<file path="src/rtl/ast_mac_pkg.sv">
// Shared types for the ast_mac_seq operand sequencer: FSM state encoding and PE pipeline depth.
package ast_mac_pkg;

    localparam int MAC_PIPE_DEPTH = 3;

    typedef enum logic [2:0] {
        IDLE   = 3'd0,
        CLEAR  = 3'd1,
        FEED   = 3'd2,
        DRAIN  = 3'd3,
        RESULT = 3'd4
    } state_e;

endpackage

</file>
<file path="src/rtl/ast_mac_en_pipe.sv">
// Enable shift register mirroring the PE's load -> mult -> acc stages; empty_o is high when
// no operand pair is still travelling through the PE.
module ast_mac_en_pipe
    import ast_mac_pkg::*;
(
    input  logic                      clk,
    input  logic                      reset_n,
    input  logic                      fire_i,
    output logic [MAC_PIPE_DEPTH-1:0] en_o,
    output logic                      empty_o
);

    logic [MAC_PIPE_DEPTH-1:0] en_q;
    logic [MAC_PIPE_DEPTH-1:0] en_d;

    always_comb begin
        en_d = {en_q[MAC_PIPE_DEPTH-2:0], fire_i};
    end

    always_ff @(posedge clk or negedge reset_n) begin
        if (!reset_n) begin
            en_q <= '0;
        end else begin
            en_q <= en_d;
        end
    end

    assign en_o    = en_q;
    assign empty_o = ~|en_q;

endmodule

</file>
<file path="src/rtl/ast_mac_seq.sv">
// Operand sequencer/drainer for one MAC PE: clear, feed len pairs, wait for the PE to drain, return the sum.
// Optional stall counter enabled by defining AST_MAC_SEQ_PERF_EN.
module ast_mac_seq
    import ast_mac_pkg::*;
#(
    parameter int DATAWIDTH = 14,
    parameter int LEN_W     = 8
) (
    input  logic                   clk,
    input  logic                   reset_n,
    input  logic                   start,
    input  logic [LEN_W-1:0]       len,
    input  logic                   op_valid,
    output logic                   op_ready,
    input  logic [DATAWIDTH-1:0]   op_a,
    input  logic [DATAWIDTH-1:0]   op_b,
    output logic [DATAWIDTH-1:0]   mac_a,
    output logic [DATAWIDTH-1:0]   mac_b,
    output logic                   mac_load_en,
    output logic                   mac_mult_en,
    output logic                   mac_acc_en,
    output logic                   mac_clr,
    input  logic [2*DATAWIDTH-1:0] mac_acc,
    output logic                   res_valid,
    input  logic                   res_ready,
    output logic [2*DATAWIDTH-1:0] res_data,
    output logic                   busy,
    output logic [15:0]            perf_stall
);

    state_e                    state_q, state_d;
    logic [LEN_W-1:0]          rem_q, rem_d;
    logic [DATAWIDTH-1:0]      a_q, a_d, b_q, b_d;
    logic [2*DATAWIDTH-1:0]    res_q, res_d;
    logic                      clr_q, clr_d;
    logic                      fire;
    logic                      pipe_empty;
    logic [MAC_PIPE_DEPTH-1:0] en;

    assign fire = op_valid && (state_q == FEED);

    always_comb begin
        state_d = state_q;
        rem_d   = rem_q;
        a_d     = a_q;
        b_d     = b_q;
        res_d   = res_q;
        case (state_q)
            IDLE: begin
                if (start) begin
                    rem_d   = len;
                    state_d = CLEAR;
                end
            end
            CLEAR: begin
                state_d = (rem_q == '0) ? DRAIN : FEED;
            end
            FEED: begin
                if (fire) begin
                    a_d   = op_a;
                    b_d   = op_b;
                    rem_d = rem_q - LEN_W'(1);
                    if (rem_q == LEN_W'(1)) begin
                        state_d = DRAIN;
                    end
                end
            end
            DRAIN: begin
                // Only sample the accumulator once no pair is left in flight.
                if (pipe_empty) begin
                    res_d   = mac_acc;
                    state_d = RESULT;
                end
            end
            RESULT: begin
                if (res_ready) begin
                    state_d = IDLE;
                end
            end
            default: state_d = IDLE;
        endcase
        clr_d = (state_d == CLEAR);
    end

    always_ff @(posedge clk or negedge reset_n) begin
        if (!reset_n) begin
            state_q <= IDLE;
            rem_q   <= '0;
            a_q     <= '0;
            b_q     <= '0;
            res_q   <= '0;
            clr_q   <= 1'b1;
        end else begin
            state_q <= state_d;
            rem_q   <= rem_d;
            a_q     <= a_d;
            b_q     <= b_d;
            res_q   <= res_d;
            clr_q   <= clr_d;
        end
    end

    ast_mac_en_pipe u_en_pipe (
        .clk     (clk),
        .reset_n (reset_n),
        .fire_i  (fire),
        .en_o    (en),
        .empty_o (pipe_empty)
    );

`ifdef AST_MAC_SEQ_PERF_EN
    logic [15:0] stall_q, stall_d;

    always_comb begin
        stall_d = stall_q;
        if ((state_q == IDLE) && start) begin
            stall_d = '0;
        end else if ((state_q == FEED) && !op_valid && (stall_q != 16'hFFFF)) begin
            stall_d = stall_q + 16'd1;
        end
    end

    always_ff @(posedge clk or negedge reset_n) begin
        if (!reset_n) begin
            stall_q <= '0;
        end else begin
            stall_q <= stall_d;
        end
    end

    assign perf_stall = stall_q;
`else
    assign perf_stall = 16'h0;
`endif

    assign op_ready    = (state_q == FEED);
    assign res_valid   = (state_q == RESULT);
    assign busy        = (state_q != IDLE);
    assign res_data    = res_q;
    assign mac_a       = a_q;
    assign mac_b       = b_q;
    assign mac_load_en = en[0];
    assign mac_mult_en = en[1];
    assign mac_acc_en  = en[2];
    assign mac_clr     = clr_q;

endmodule

</file>
<file path="config.mk">
export PLATFORM = sky130hd
export DESIGN_NAME = ast_mac_seq
export DESIGN_NICKNAME = d
export VERILOG_FILES = /design/src/rtl/ast_mac_pkg.sv /design/src/rtl/ast_mac_en_pipe.sv /design/src/rtl/ast_mac_seq.sv
export SDC_FILE = /design/constraint.sdc
export NUM_CORES = 1
export LEC_CHECK = 0
export CAP_MARGIN = 20
export CORE_ASPECT_RATIO = 2
export CORE_UTILIZATION = 35
export DETAILED_ROUTE_END_ITERATION = 8
export GPL_ROUTABILITY_DRIVEN = 1
export HOLD_SLACK_MARGIN = 0.03
export PLACE_DENSITY = 0.66
export SLEW_MARGIN = 0
export SYNTH_ARGS = -nofsm -noshare
export SYNTH_HDL_FRONTEND = slang
export SYNTH_SLANG_ARGS = --single-unit
</file>
<file path="constraint.sdc">
create_clock -name clk -period 2.07 [get_ports clk]
set_clock_uncertainty 0.15 [all_clocks]
set_input_delay 0.3105 -clock clk [delete_from_list [all_inputs] [get_ports clk]]
set_output_delay 0.3105 -clock clk [all_outputs]
set_load 0.01 [all_outputs]
</file>
==> summary.md, run 1 <==
| Metric | Value |
|---|---|
| First-pass DRT Iterations | `4` |
| FF-to-FF setup slack | `0.17 ns` |
| Core footprint | `8590 µm²` |
| Ranking of synthesized cells by area | `dfrtp_1 (57%), mux2_2 (14%), buf_4 (4.4%), mux2_4 (4.4%), mux2_1 (3.3%)` |
| Setup_tns | `0 ns` |
| VDD IR-drop max | `813 µV` |
| Startpoint types | `flip-flop` |
| First-pass GRT wire length | `11,800 µm` |
| RSZ-0062 raised after global routing | `no` |
| Starting Density | `36.1%` |
| WHS Endpoint | `u_en_pipe.en_o[2]` |
| CTS Sinks | `71` |
| Reg2reg path depth | `5` |
| Number of synthesized flops with an enable pin | `0` |
| Outcome | `finished, final reports clean` |
| Worst hold path type | `reg2reg` |
| Hpwl dp | `6050 µm` |
| Chip width | `68.5 µm` |
| Fill cell count | `713` |
| Pleak | `2.11 nW` |
| Setup violations, final | `0` |
| Top delay family on crit path | `simple AND/OR/NAND/NOR gates` |
| FF-to-FF End | `res_data[15]` |
| H-tree level count | `3` |
| Overall Global Routing Usage | `18.2%` |
| Site Rows | `48` |
| #FFs+latches synth | `71` |
| N_diodes | `0` |
| Routed vias/inst | `4.77` |
| Root buf cell | `clkbuf_16` |
| Post-synth top area share | `56.6%` |
| Clock slew at reported path FFs | `0.05 ns` |
| CTS tree | `yes` |
| Max cap viols | `0` |
| Reg-to-reg critical path startpoint | `u_en_pipe.en_o[1]` |
| Fin crit share | `97.0%` |
| Final Non-Filler Cells | `473` |
| Number of global-route vias before repair | `2,376` |
| CP Data Required Time | `1.61 ns` |
| Yosys warns | `0` |
| Worst setup path class | `reg2out` |
| Fraction of layout cells with a size suffix above 1 | `23.6%` |
| Antenna-violating nets left | `0` |
| Most common flop cell mapped by yosys | `dfrtp_1` |
| WL final | `7880 µm` |
| Synth top cells by count | `dfrtp_1 (70), mux2_2 (38), buf_4 (18)` |
| Largest net degree at the start of global routing | `36` |
| Syn Area/Cell | `13.9 µm²` |
| Seq/Total Area, Yosys | `57.4%` |
| Wire per inst | `16.7 µm` |
| Final hold vios | `0` |
| Die area | `9250 µm²` |
| Overflow after GRT | `0` |
| Async SR Flop Fraction | `100%` |
| Post-Syn Area | `3100 µm²` |
| Via Count | `2,258` |
| DRT iter0 DRCs | `78` |
| IO buf count | `131` |
| Final layout net count | `440` |
| Worst setup EP type | `primary output` |
| CP max FO | `6` |
| Antenna violations before repair | `0` |
| Cells after synthesis | `223` |
| Area grow syn2layout | `58.3%` |
| Max incr delay on CP | `0.49 ns` |
| Slew Limit Fails | `0` |
| Critical path, cell by cell | `or3_2 -> dlygate4sd2_1` |
| WP data arrival | `1.55 ns` |
| Final core utilization | `57.1%` |
| Pwr Density | `1630 nW/µm²` |
| CTS max path bufs | `2` |
| Final Wtd Congestion | `0.770` |
| Synth area leader | `dfrtp_1` |
| Total I/O pin count | `148` |
| Hold depth | `0` |
| Crit path max-delay cell type | `or3_2` |
| # placed instances | `452` |
| Min Tclk post-route | `2.01 ns` |
| Hold wc startpoint | `u_en_pipe.en_o[1]` |
| Die span in y | `135 µm` |
| Post-route DRC | `0` |
| CP Buf/Inv Count | `1` |
| Fmax | `498 MHz` |
| Most frequent cell after synthesis | `dfrtp_1` |
| Worst skew pair latency | `0.33 ns` |
| CTS Buf Count | `9` |
| Yosys cell types | `44` |
==> cells in the final DEF, fill, tap and decap left out, drive strengths merged, types with 3 or more instances in the layout <==
master	netlist	routed
clkdlybuf4s50	0	127
dfrtp	70	70
mux2	56	56
conb	1	16
buf	25	13
o21ai	11	11
clkbuf	0	10
nor2	7	7
a21oi	6	6
inv	5	5
bufinv	0	5
nor3	4	4
nand2	4	4
nand3	3	3
ha	3	3
dlygate4sd2	0	3
==> repair_timing <==
action | 4_1_cts | 5_1_grt
setup buffers | 3 | 1
pin swaps | 0 | 0
endpoints found under the setup margin | 3 | 1
hold buffers | 1 | 0
resized for setup | 6 | 0
endpoints found under the hold margin | 17 | 0
==> how the worst max path moves through the flow <==
stage,startpoint,end,slack (ns),depth (start not counted)
final,state_q[1],busy,0.06,2
after global routing,state_q[1],busy,0.006,2
after CTS,state_q[1],busy,0.03,2
after detailed placement,op_valid,rem_q[1],0.08,5
after global placement,op_valid,rem_q[1],0.09,5
after floorplan,u_en_pipe.en_o[1],res_data[17],0.34,5
==> final cells by class <==
cell class	count	area (µm²)	share of cell area [%]
tap	100	125	2.55
clock inverter	6	155	3.17
sequential	71	1780	36.4
timing repair buffer	144	1440	29.3
multi-input combinational	136	1140	23.3
clock buffer	10	239	4.88
inverter	6	23.8	0.485
==> report_power, final <==
part	switching, W	total, W	internal, W
logic	0.00138	0.00346	0.00209
clock network	0.000558	0.00201	0.00145
registers	0.000414	0.00251	0.00209
total	0.00235	0.00798	0.00563
==> flip-flops by register name, indices dropped and copies added, names as in the netlist <==
| register | count |
|---|---|
| state_q | 3 |
| mac_b | 14 |
| res_data | 28 |
| mac_a | 14 |
| mac_clr | 1 |
| u_en_pipe.en_o | 3 |
| rem_q | 8 |
==> layer usage <==
metal	GRT usage, %	share of wire (%)
met1	16.6	32
met2	33.1	60
met3	4.73	4.3
met4	12.2	4.3
met5	0	0
==> cell families after synthesis <==
family          synth area share (%)
buf+inv                         7.60
simple gates                    6.22
flops                           57.4
mux                             21.8
fa+ha+maj                       1.21
other cells                    0.121
compound gates                  5.66
==> per-stage QoR <==
stage	cell area, µm²	total power, W	hold WS [ns]	worst slack, ns
2_1_floorplan	3150	0.00424	-0.135	0.342
3_3_place_gp	4470	0.00593	0.137	0.0934
3_5_place_dp	4470	0.00600	0.150	0.0762
4_1_cts	4890	0.00807	0.264	0.0316
5_1_grt	4900	0.00841	0.273	0.00580
6_report	4900	0.00798	0.260	0.0626
Power figures use the tool's default switching activity.
==> run 2, diff against run 1 <==
--- a/config.mk
+++ b/config.mk
@@ -5,6 +5,7 @@
 export SDC_FILE = /design/constraint.sdc
 export NUM_CORES = 1
 export LEC_CHECK = 0
+export ABC_CLOCK_PERIOD_IN_PS = 2070
 export CAP_MARGIN = 20
 export CORE_ASPECT_RATIO = 2
 export CORE_UTILIZATION = 35
==> results of run 2 <==
No change in the layout: final DEF, timing and power equal those of run 1.
==> run 3, diff against run 2 <==
--- a/config.mk
+++ b/config.mk
@@ -5,7 +5,7 @@
 export SDC_FILE = /design/constraint.sdc
 export NUM_CORES = 1
 export LEC_CHECK = 0
-export ABC_CLOCK_PERIOD_IN_PS = 2070
+export ABC_CLOCK_PERIOD_IN_PS = 1990
 export CAP_MARGIN = 20
 export CORE_ASPECT_RATIO = 2
 export CORE_UTILIZATION = 35
==> constraint.sdc (replaced) <==
create_clock -name clk -period 1.99 [get_ports clk]
set_clock_uncertainty 0.15 [all_clocks]
set_input_delay 0.2985 -clock clk [delete_from_list [all_inputs] [get_ports clk]]
set_output_delay 0.2985 -clock clk [all_outputs]
set_load 0.01 [all_outputs]
==> summary.md, run 3 (synthesis gave the netlist of run 1 again) <==
| Metric | Value |
|---|---|
| Outcome | `finished, final reports clean` |
| Pleak | `2.06 nW` |
| Met3 GRT Util | `4.31%` |
| CTS tree | `yes` |
| Overall Global Routing Usage | `18.7%` |
| First-pass DRT Iterations | `4` |
| Pwr Density | `1650 nW/µm²` |
| Site Rows | `48` |
| Final layout net count | `439` |
| Wire per inst | `17.1 µm` |
| Root buf cell | `clkbuf_16` |
| Worst setup EP type | `primary output` |
| Final Wtd Congestion | `0.777` |
| RSZ-0062 raised after global routing | `no` |
| Total I/O pin count | `148` |
| CP max FO | `1` |
| CTS Sinks | `71` |
| Worst skew pair latency | `0.33 ns` |
| Fraction of layout cells with a size suffix above 1 | `23.4%` |
| Hpwl dp | `5910 µm` |
| CP Buf/Inv Count | `1` |
| Multi-input logic area | `1140 µm²` |
| Largest register FFs | `28` |
| Final Non-Filler Cells | `472` |
| Post-route DRC | `0` |
| Antenna-violating nets left | `0` |
| Commonest cells after routing, fill and taps aside | `clkdlybuf4s50_1 (127), dfrtp_1 (67), mux2_2 (38)` |
| # placed instances | `454` |
| Worst hold path type | `reg2reg` |
| Final hold vios | `0` |
| WP data arrival | `1.40 ns` |
| Top delay family on crit path | `buffers and inverters` |
| First-pass GRT wire length | `12,200 µm` |
| Worst setup path class | `reg2out` |
| CTS max path bufs | `2` |
| Max incr delay on CP | `0.56 ns` |
| Die span in y | `135 µm` |
| Starting Density | `36.1%` |
| CP Data Required Time | `1.54 ns` |
| Setup_tns | `0 ns` |
| DRT iter0 DRCs | `90` |
| Most common cell after layout, fill and taps aside | `clkdlybuf4s50_1` |
| Chip width | `68.5 µm` |
| Setup violations, final | `0` |
| Final Total Pwr | `0.00792 W` |
| Largest net degree at the start of global routing | `72` |
| Min Tclk post-route | `1.85 ns` |
| Overflow after GRT | `0` |
| WL final | `8060 µm` |
| Via Count | `2,285` |
| Sequential cell area | `1780 µm²` |
| Fill cell count | `755` |
| CTS Buf Count | `9` |
| H-tree level count | `3` |
| Die area | `9250 µm²` |
| Max cap viols | `0` |
| Clock slew at reported path FFs | `0.05 ns` |
| Crit path max-delay cell type | `clkdlybuf4s50_1` |
| Grt met1 use | `18.2%` |
| Global route hottest layer | `met2` |
| Routing usage on met2 | `35.0%` |
| Core footprint | `8590 µm²` |
| Startpoint types | `flip-flop` |
| IO buf count | `131` |
| N_diodes | `0` |
| Slew Limit Fails | `0` |
| Fin crit share | `92.8%` |
| Number of global-route vias before repair | `2,396` |
| Area grow syn2layout | `55.1%` |
| VDD IR-drop max | `740 µV` |
| Critical path, cell by cell | `clkdlybuf4s50_1` |
| Fmax | `542 MHz` |
| Antenna violations before repair | `0` |
| Routed vias/inst | `4.84` |
-- run 3: cell types whose count changed in the layout (fill, tap and decap cells not counted) --
cell,previous run,this run
bufinv_16,5,2
clkbuf_1,0,3
clkbuf_2,0,2
dlygate4sd2_1,3,1
buf_1,1,0
clkbuf_8,1,0
clkinv_2,2,3
-- run 3: worst reg2reg max path: stages (launching register included) --
cell and delay (ns):
dfrtp_1 0.39, nor3_1 0.21, buf_4 0.16, and3_1 0.22
buf_12 0.22, mux2_2 0.38
-- run 3: layout make-up --
type,instances,area share [%]
Multi-Input combinational cell,136,23.7
Sequential cell,71,37.1
Inverter,6,0.495
Clock buffer,12,4.92
Timing Repair Buffer,143,29.7
Clock inverter,4,1.46
Tap cell,100,2.61
-- run 3: path summary, 6_finish.rpt --
| check | from | to | slack (ns) | cells past startpoint |
|---|---|---|---|---|
| max reg2reg | u_en_pipe.en_o[1] | res_data[11] | 0.15 | 5 |
| max | mac_clr | mac_clr | 0.14 | 1 |
| max in group asynchronous | reset_n | mac_clr | 0.98 | 3 |
| min in group asynchronous | reset_n | mac_a[0] | 0.36 | 3 |
| min reg2reg | u_en_pipe.en_o[1] | u_en_pipe.en_o[2] | 0.26 | 0 |
| min | u_en_pipe.en_o[1] | u_en_pipe.en_o[2] | 0.26 | 0 |
-- run 3: what timing repair did --
item,4_1_cts,5_1_grt
pin swaps,0,0
setup endpoints to repair,3,2
resized for setup,6,4
buffers inserted,1,0
hold endpoints to repair,70,0
hold buffers,1,0
-- run 3: report_power, final --
group / internal (W) / leakage, nW / switching, W / total (W)
Combinational: 0.00218 / 1.07 / 0.00148 / 0.00366
Clock: 0.00109 / 0.151 / 0.000579 / 0.00167
Sequential: 0.00218 / 0.845 / 0.000413 / 0.00259
Total: 0.00545 / 2.06 / 0.00247 / 0.00792
-- run 3: metal layers --
layer / up-vias / wire, µm
li1: 1040 / -
met1: 1159 / 2680
met2: 72 / 4880
met3: 14 / 325
met4: 0 / 185
met5: - / 0
-- run 3: metrics by stage --
step	utilization (%)	setup WS [ns]	instance area [µm²]	hold slack, ns
after floorplan	-	0.262	3150	-0.147
after global placement	52.2	0.0205	4490	0.205
after detailed placement	52.2	0.0183	4490	0.209
after CTS	56.0	0.00333	4810	0.263
after global routing	55.9	0.0563	4800	0.285
final	55.9	0.144	4800	0.261
